==> config.mk <==
export PLATFORM = sky130hd
export DESIGN_NAME = ascon_data_feeder
export DESIGN_NICKNAME = d
export VERILOG_FILES = /design/src/rtl/ascon_pack.sv /design/src/rtl/byte_packer.sv /design/src/rtl/ascon_data_feeder.sv
export SDC_FILE = /design/constraint.sdc
export NUM_CORES = 1
export LEC_CHECK = 0
export BUFFER_PORTS_ARGS = -buffer_cell sky130_fd_sc_hd__clkbuf_2
export CAP_MARGIN = 20
export CORE_MARGIN = 2
export CORE_UTILIZATION = 59
export CTS_BUF_LIST = sky130_fd_sc_hd__clkbuf_8
export DETAILED_ROUTE_END_ITERATION = 12
export PLACE_DENSITY = 0.87
export SYNTH_ARGS = -nofsm -noshare
export SYNTH_HDL_FRONTEND = slang
export SYNTH_SLANG_ARGS = --single-unit
==> constraint.sdc <==
create_clock -name clock_i -period 4.6 [get_ports clock_i]
set_clock_uncertainty 0.2 [all_clocks]
set_input_delay 0.46 -clock clock_i [delete_from_list [all_inputs] [get_ports clock_i]]
set_output_delay 0.46 -clock clock_i [all_outputs]
set_load 0.02 [all_outputs]
==> src/rtl/ascon_pack.sv <==
// Shared definitions for the ASCON data feeder.
//   type_feed_state : feeder FSM states
//   PAD_BYTE        : padding marker placed right after the last message byte
//   BLOCK_BYTES     : bytes per 64-bit rate block
package ascon_pack;

  typedef enum logic [2:0] {
    IDLE     = 3'd0,
    START    = 3'd1,
    FILL     = 3'd2,
    SEND     = 3'd3,
    WAIT_ACK = 3'd4,
    WAIT_END = 3'd5
  } type_feed_state;

  localparam logic [7:0] PAD_BYTE    = 8'h80;
  localparam int         BLOCK_BYTES = 8;

endpackage

==> src/rtl/byte_packer.sv <==
// Packs host bytes big-endian into a 64-bit block and inserts padding.
// Ports:
//   clock_i, resetb_i : clock, asynchronous active-low reset
//   clear_i           : zero the word and the byte index
//   pad_blk_i         : load the stand-alone padding block 0x80_00..00
//   load_i            : write byte_i at the current index, advance the index
//   last_i            : byte being loaded ends the message (pad after it)
//   byte_i            : message byte
//   word_o            : packed block (registered)
//   idx_o             : index of the next byte slot
module byte_packer
  import ascon_pack::*;
(
  input  logic        clock_i,
  input  logic        resetb_i,
  input  logic        clear_i,
  input  logic        pad_blk_i,
  input  logic        load_i,
  input  logic        last_i,
  input  logic [7:0]  byte_i,
  output logic [63:0] word_o,
  output logic [2:0]  idx_o
);

  logic [63:0] word_q, word_d;
  logic [2:0]  idx_q, idx_d;

  always_comb begin
    word_d = word_q;
    idx_d  = idx_q;
    if (clear_i) begin
      word_d = '0;
      idx_d  = '0;
    end else if (pad_blk_i) begin
      word_d = {PAD_BYTE, 56'h0};
      idx_d  = '0;
    end else if (load_i) begin
      // Byte k lands in bits [63-8k -: 8]. On the last byte, slot k+1 gets
      // the pad marker and every later slot is forced to zero.
      for (int j = 0; j < BLOCK_BYTES; j++) begin
        if (3'(j) == idx_q) begin
          word_d[63-8*j -: 8] = byte_i;
        end else if (last_i && (j > int'(idx_q))) begin
          word_d[63-8*j -: 8] = (j == int'(idx_q) + 1) ? PAD_BYTE : 8'h00;
        end
      end
      idx_d = idx_q + 3'd1;
    end
  end

  always_ff @(posedge clock_i or negedge resetb_i) begin
    if (!resetb_i) begin
      word_q <= '0;
      idx_q  <= '0;
    end else begin
      word_q <= word_d;
      idx_q  <= idx_d;
    end
  end

  assign word_o = word_q;
  assign idx_o  = idx_q;

endmodule

==> src/rtl/ascon_data_feeder.sv <==
// Feeds a byte stream from the host into an ASCON core as padded 64-bit
// blocks, handshaking each block with the core.
// Ports:
//   clock_i, resetb_i            : clock, asynchronous active-low reset
//   start_i                      : host begins a message (seen only in IDLE)
//   byte_i/byte_valid_i/byte_last_i, byte_ready_o : host byte stream
//   start_o                      : one-cycle start pulse to the core
//   data_o, data_valid_o         : packed block and its one-cycle strobe
//   ack_i                        : core consumed the current block
//   end_i                        : core finished (tag available)
//   busy_o                       : message in progress
module ascon_data_feeder
  import ascon_pack::*;
(
  input  logic        clock_i,
  input  logic        resetb_i,
  input  logic        start_i,
  input  logic [7:0]  byte_i,
  input  logic        byte_valid_i,
  input  logic        byte_last_i,
  output logic        byte_ready_o,
  output logic        start_o,
  output logic [63:0] data_o,
  output logic        data_valid_o,
  input  logic        ack_i,
  input  logic        end_i,
  output logic        busy_o
);

  type_feed_state state_q, state_d;
  logic           final_q, final_d;
  logic           pad_pending_q, pad_pending_d;

  logic           pk_clear, pk_pad, pk_load;
  logic [2:0]     pk_idx;

  byte_packer u_packer (
    .clock_i   (clock_i),
    .resetb_i  (resetb_i),
    .clear_i   (pk_clear),
    .pad_blk_i (pk_pad),
    .load_i    (pk_load),
    .last_i    (byte_last_i),
    .byte_i    (byte_i),
    .word_o    (data_o),
    .idx_o     (pk_idx)
  );

  always_comb begin
    state_d       = state_q;
    final_d       = final_q;
    pad_pending_d = pad_pending_q;
    pk_clear      = 1'b0;
    pk_pad        = 1'b0;
    pk_load       = 1'b0;
    unique case (state_q)
      IDLE: begin
        if (start_i) state_d = START;
      end
      START: begin
        pk_clear      = 1'b1;
        final_d       = 1'b0;
        pad_pending_d = 1'b0;
        state_d       = FILL;
      end
      FILL: begin
        // byte_ready_o is 1 throughout FILL, so valid alone means transfer.
        if (byte_valid_i) begin
          pk_load = 1'b1;
          if (byte_last_i) begin
            // A full last block still needs a separate padding block.
            if (pk_idx == 3'd7) pad_pending_d = 1'b1;
            else                final_d       = 1'b1;
            state_d = SEND;
          end else if (pk_idx == 3'd7) begin
            state_d = SEND;
          end
        end
      end
      SEND: begin
        state_d = WAIT_ACK;
      end
      WAIT_ACK: begin
        // end_i here means the core gave up; abandon the message.
        if (end_i) begin
          state_d = IDLE;
        end else if (ack_i) begin
          if (pad_pending_q) begin
            pk_pad        = 1'b1;
            pad_pending_d = 1'b0;
            final_d       = 1'b1;
            state_d       = SEND;
          end else if (final_q) begin
            state_d = WAIT_END;
          end else begin
            pk_clear = 1'b1;
            state_d  = FILL;
          end
        end
      end
      WAIT_END: begin
        if (end_i) state_d = IDLE;
      end
      default: state_d = IDLE;
    endcase
  end

  always_ff @(posedge clock_i or negedge resetb_i) begin
    if (!resetb_i) begin
      state_q       <= IDLE;
      final_q       <= 1'b0;
      pad_pending_q <= 1'b0;
    end else begin
      state_q       <= state_d;
      final_q       <= final_d;
      pad_pending_q <= pad_pending_d;
    end
  end

  // Handshake outputs decode the state register only.
  assign byte_ready_o = (state_q == FILL);
  assign start_o      = (state_q == START);
  assign data_valid_o = (state_q == SEND);
  assign busy_o       = (state_q != IDLE);

endmodule

==> results.json <==
{
  "initial_antenna_violation_count": 0,
  "drt-pass1-iter-count": 5,
  "first_global_vias": 2487,
  "detail_route.vias_per_cell": 6.04,
  "syn-instance-count": 300,
  "placement.cell_area_mm2": 0.00370,
  "mappedNetlistArea_mm2": 0.00336,
  "placement_rows": 27,
  "combinationalPowerShare": 0.349,
  "post_cts_resize_count": 0,
  "worstHoldPathType": "in2reg",
  "clockBufferDepth": 2,
  "synth_nets": 321,
  "crit_type": "reg2reg",
  "die_area_mm2": 0.00631,
  "power.clock.fraction": 0.242,
  "critPathMaxStageDelay_ns": 0.61,
  "cellLeakagePower_nw": 2.02,
  "edff_count_synth": 0,
  "area_growth_pct": 17.0,
  "pwr_density_cell_mw_per_mm2": 531,
  "synthArstFlopShare": 1.00,
  "htree_num_levels": 3,
  "die_w_um": 79.5,
  "globalRouteTotalUtil": 0.273,
  "io_pins": 83,
  "internal-power_mw": 1.25,
  "seqPwrFrac": 0.409,
  "stdcell_area_mm2": 0.00393,
  "drt.antenna.violating_nets": 0,
  "overflow_left_after_global_routing": 0,
  "postCtsSetupRepairBufs": 0,
  "critical_path.max_fanout": 15,
  "rsz0062_at_grt": "no",
  "global_route_wire_length_before_repair_mm": 13.1,
  "met2_length_mm": 4.02,
  "first_iteration_detailed_routing_drc_count": 256,
  "list_of_cells_traversed_by_the_critical_path": "inv_1 > ha_1 > and2_1 > o221a_2 > nor2_2 > a22o_1",
  "die_height_um": 79.5,
  "drive_above_1_share": 0.312,
  "hpwlAfterDp_mm": 5.61,
  "master_cell_of_the_clock_root_buffer": "clkbuf_8",
  "syn_avg_cell_area_um2": 11.2,
  "m1WireLength_mm": 3.41,
  "critPathRequiredTime_ns": 4.69,
  "headroom_to_the_max_slew_limit": 0.610,
  "start_util": 0.610,
  "synth.distinct_cells": 56,
  "num_vias": 2699,
  "routed-wl-met3_um": 678,
  "peakVddDrop_v": 0.000265,
  "netSwitchingFraction": 0.402,
  "setup.worst_path.end_class": "flip-flop",
  "clkSlewWorstSetupHoldPaths_ns": 0.08,
  "drt-wirelength-per-cell_um": 18.3,
  "cp_top_family": "flip-flops",
  "critical_path.startpoint_type": "flip-flop",
  "place_congestion": 0.874,
  "worstPathArrival_ns": 2.50,
  "sequential_area_share_after_synthesis": 0.536,
  "tightest_slew_ns": 0.585,
  "main_flop_type_after_synthesis": "dfrtp_1",
  "report.final.setup_viol": 0,
  "minimum_period_implied_by_the_final_worst_setup_slack_ns": 2.42,
  "final.period_utilization": 0.526,
  "cts_made_buffers": 9,
  "report.final.slew_viol_count": 0,
  "achievable_freq_mhz": 413,
  "routed_wirelength_mm": 8.19,
  "p_switching_mw": 0.838,
  "totalNegativeSetupSlack_ns": 0,
  "core_area_mm2": 0.00551,
  "clk_latency_ns": 0.35,
  "clock-sinks": 72,
  "critical_path.slowest_cell": "dfrtp_1",
  "ys_seq_elements": 72,
  "antennaDiodeCount": 0,
  "max_cap_violations": 0,
  "grt_max_degree": 49,
  "num-nets-final": 391,
  "worst-path-buf-inv": 1,
  "cts_tree": "built",
  "place.port_buffers": 82,
  "routed.top_layer": "met4",
  "status": "completed",
  "hold_viol_final": 0,
  "synth-warning-count": 0,
  "remaining_drc_errors": 0
}
sequential cells by signal, summed over array words and instances (netlist names):
register / count
final_q: 1
pad_pending_q: 1
state_q: 3
u_packer.idx_o: 3
u_packer.word_o: 64
path summary, 6_finish.rpt:
check | slack [ns] | cells past startpoint | endpoint | from
min in group asynchronous | 0.28 | 2 | u_packer.word_o[51] | resetb_i
min reg2reg | 0.30 | 1 | u_packer.word_o[18] | u_packer.word_o[18]
max reg2reg | 2.18 | 6 | u_packer.word_o[14] | u_packer.idx_o[0]
max in group asynchronous | 3.36 | 3 | u_packer.word_o[6] | resetb_i
max | 2.18 | 6 | u_packer.word_o[14] | u_packer.idx_o[0]
min | 0.20 | 3 | final_q | byte_valid_i
synthesized netlist by cell type, types with 5 or more instances:
library cell | n | share of area
a21oi_1 | 8 | 0.012
a22o_1 | 28 | 0.073
a22oi_1 | 23 | 0.051
buf_1 | 8 | 0.0089
buf_2 | 5 | 0.0074
buf_6 | 8 | 0.027
clkbuf_1 | 5 | 0.0056
dfrtp_1 | 72 | 0.54
ha_1 | 6 | 0.022
inv_1 | 7 | 0.0078
mux2i_1 | 7 | 0.021
nand2_1 | 17 | 0.019
nor2_1 | 37 | 0.041
power by group through the flow:
stage / Clock, mW / Sequential (mW) / Combinational (mW)
floorplan: 0 / 0.895 / 0.522
global placement: 0 / 0.856 / 0.701
detailed placement: 0 / 0.860 / 0.719
CTS: 0.509 / 0.850 / 0.725
global route: 0.535 / 0.868 / 0.789
finish: 0.505 / 0.853 / 0.727
worst register-to-register path, stage by stage, from the launching register on:
cell and delay (ns):
dfrtp_1 0.61, inv_1 0.23, ha_1 0.37, and2_1 0.23
o221a_2 0.28, nor2_2 0.25, a22o_1 0.19
logic make-up (layout without fill, tap and decap cells):
family                   count (synthesis)  in the layout  share of synthesized area
AO/OA/AOI/OAI                           89             89                      0.218
buffers and inverters                   33            108                     0.0566
AND/OR/NAND/NOR                         92             92                      0.143
multiplexers                             8              8                     0.0242
flip-flops                              72             72                      0.536
adder cells (fa/ha/maj)                  6              6                     0.0223
timing repair:
| item | CTS | global route |
|---|---|---|
| hold endpoints to repair | 0 | 5 |
| endpoints found under the setup margin | 0 | 0 |
| hold buffers | 0 | 1 |
final cells by class:
cell class	count	area [um2]
sequential	72	1800
timing repair buffer	85	448
clock buffer	10	138
tap	72	90.1
multi-input combinational	195	1370
fill	417	1580
inverter	7	26.3
clock inverter	6	60.1
placed cells by master, fill, tap and decap left out, drive strengths merged, types with 2 or more instances in the layout:
cell,netlist,final
nand4,3,3
a21boi,3,3
a211oi,3,3
nand2b,3,3
buf,21,3
clkbuf,5,91
a22oi,23,23
a21o,2,2
and2,3,3
ha,6,6
a22o,29,29
and3,4,4
o21ai,4,4
o211ai,2,2
nor2,39,39
clkinv,0,3
nand2,17,17
inv,7,8
a31oi,2,2
nor2b,4,4
nor3b,4,4
or3,2,2
nand3,5,5
nor3,3,3
dfrtp,72,72
a21oi,9,9
mux2i,7,7
per-layer routing:
layer,up-vias,GRT usage
li1,1231,-
met1,1335,0.399
met2,125,0.411
met3,8,0.0588
met4,0,0.0862
met5,-,0
stage by stage:
step	total power [mW]	std cells	utilization	hold slack (ns)	setup slack [ns]
6_report	2.09	447	0.714	0.201	2.18
3_3_place_gp	1.56	429	0.673	0.285	2.31
4_1_cts	2.08	445	0.708	0.128	2.21
5_1_grt	2.19	447	0.714	0.217	2.07
2_1_floorplan	1.42	300	-	-0.0356	2.53
3_5_place_dp	1.58	429	0.673	0.280	2.24
(Power assumes the default switching activity.)
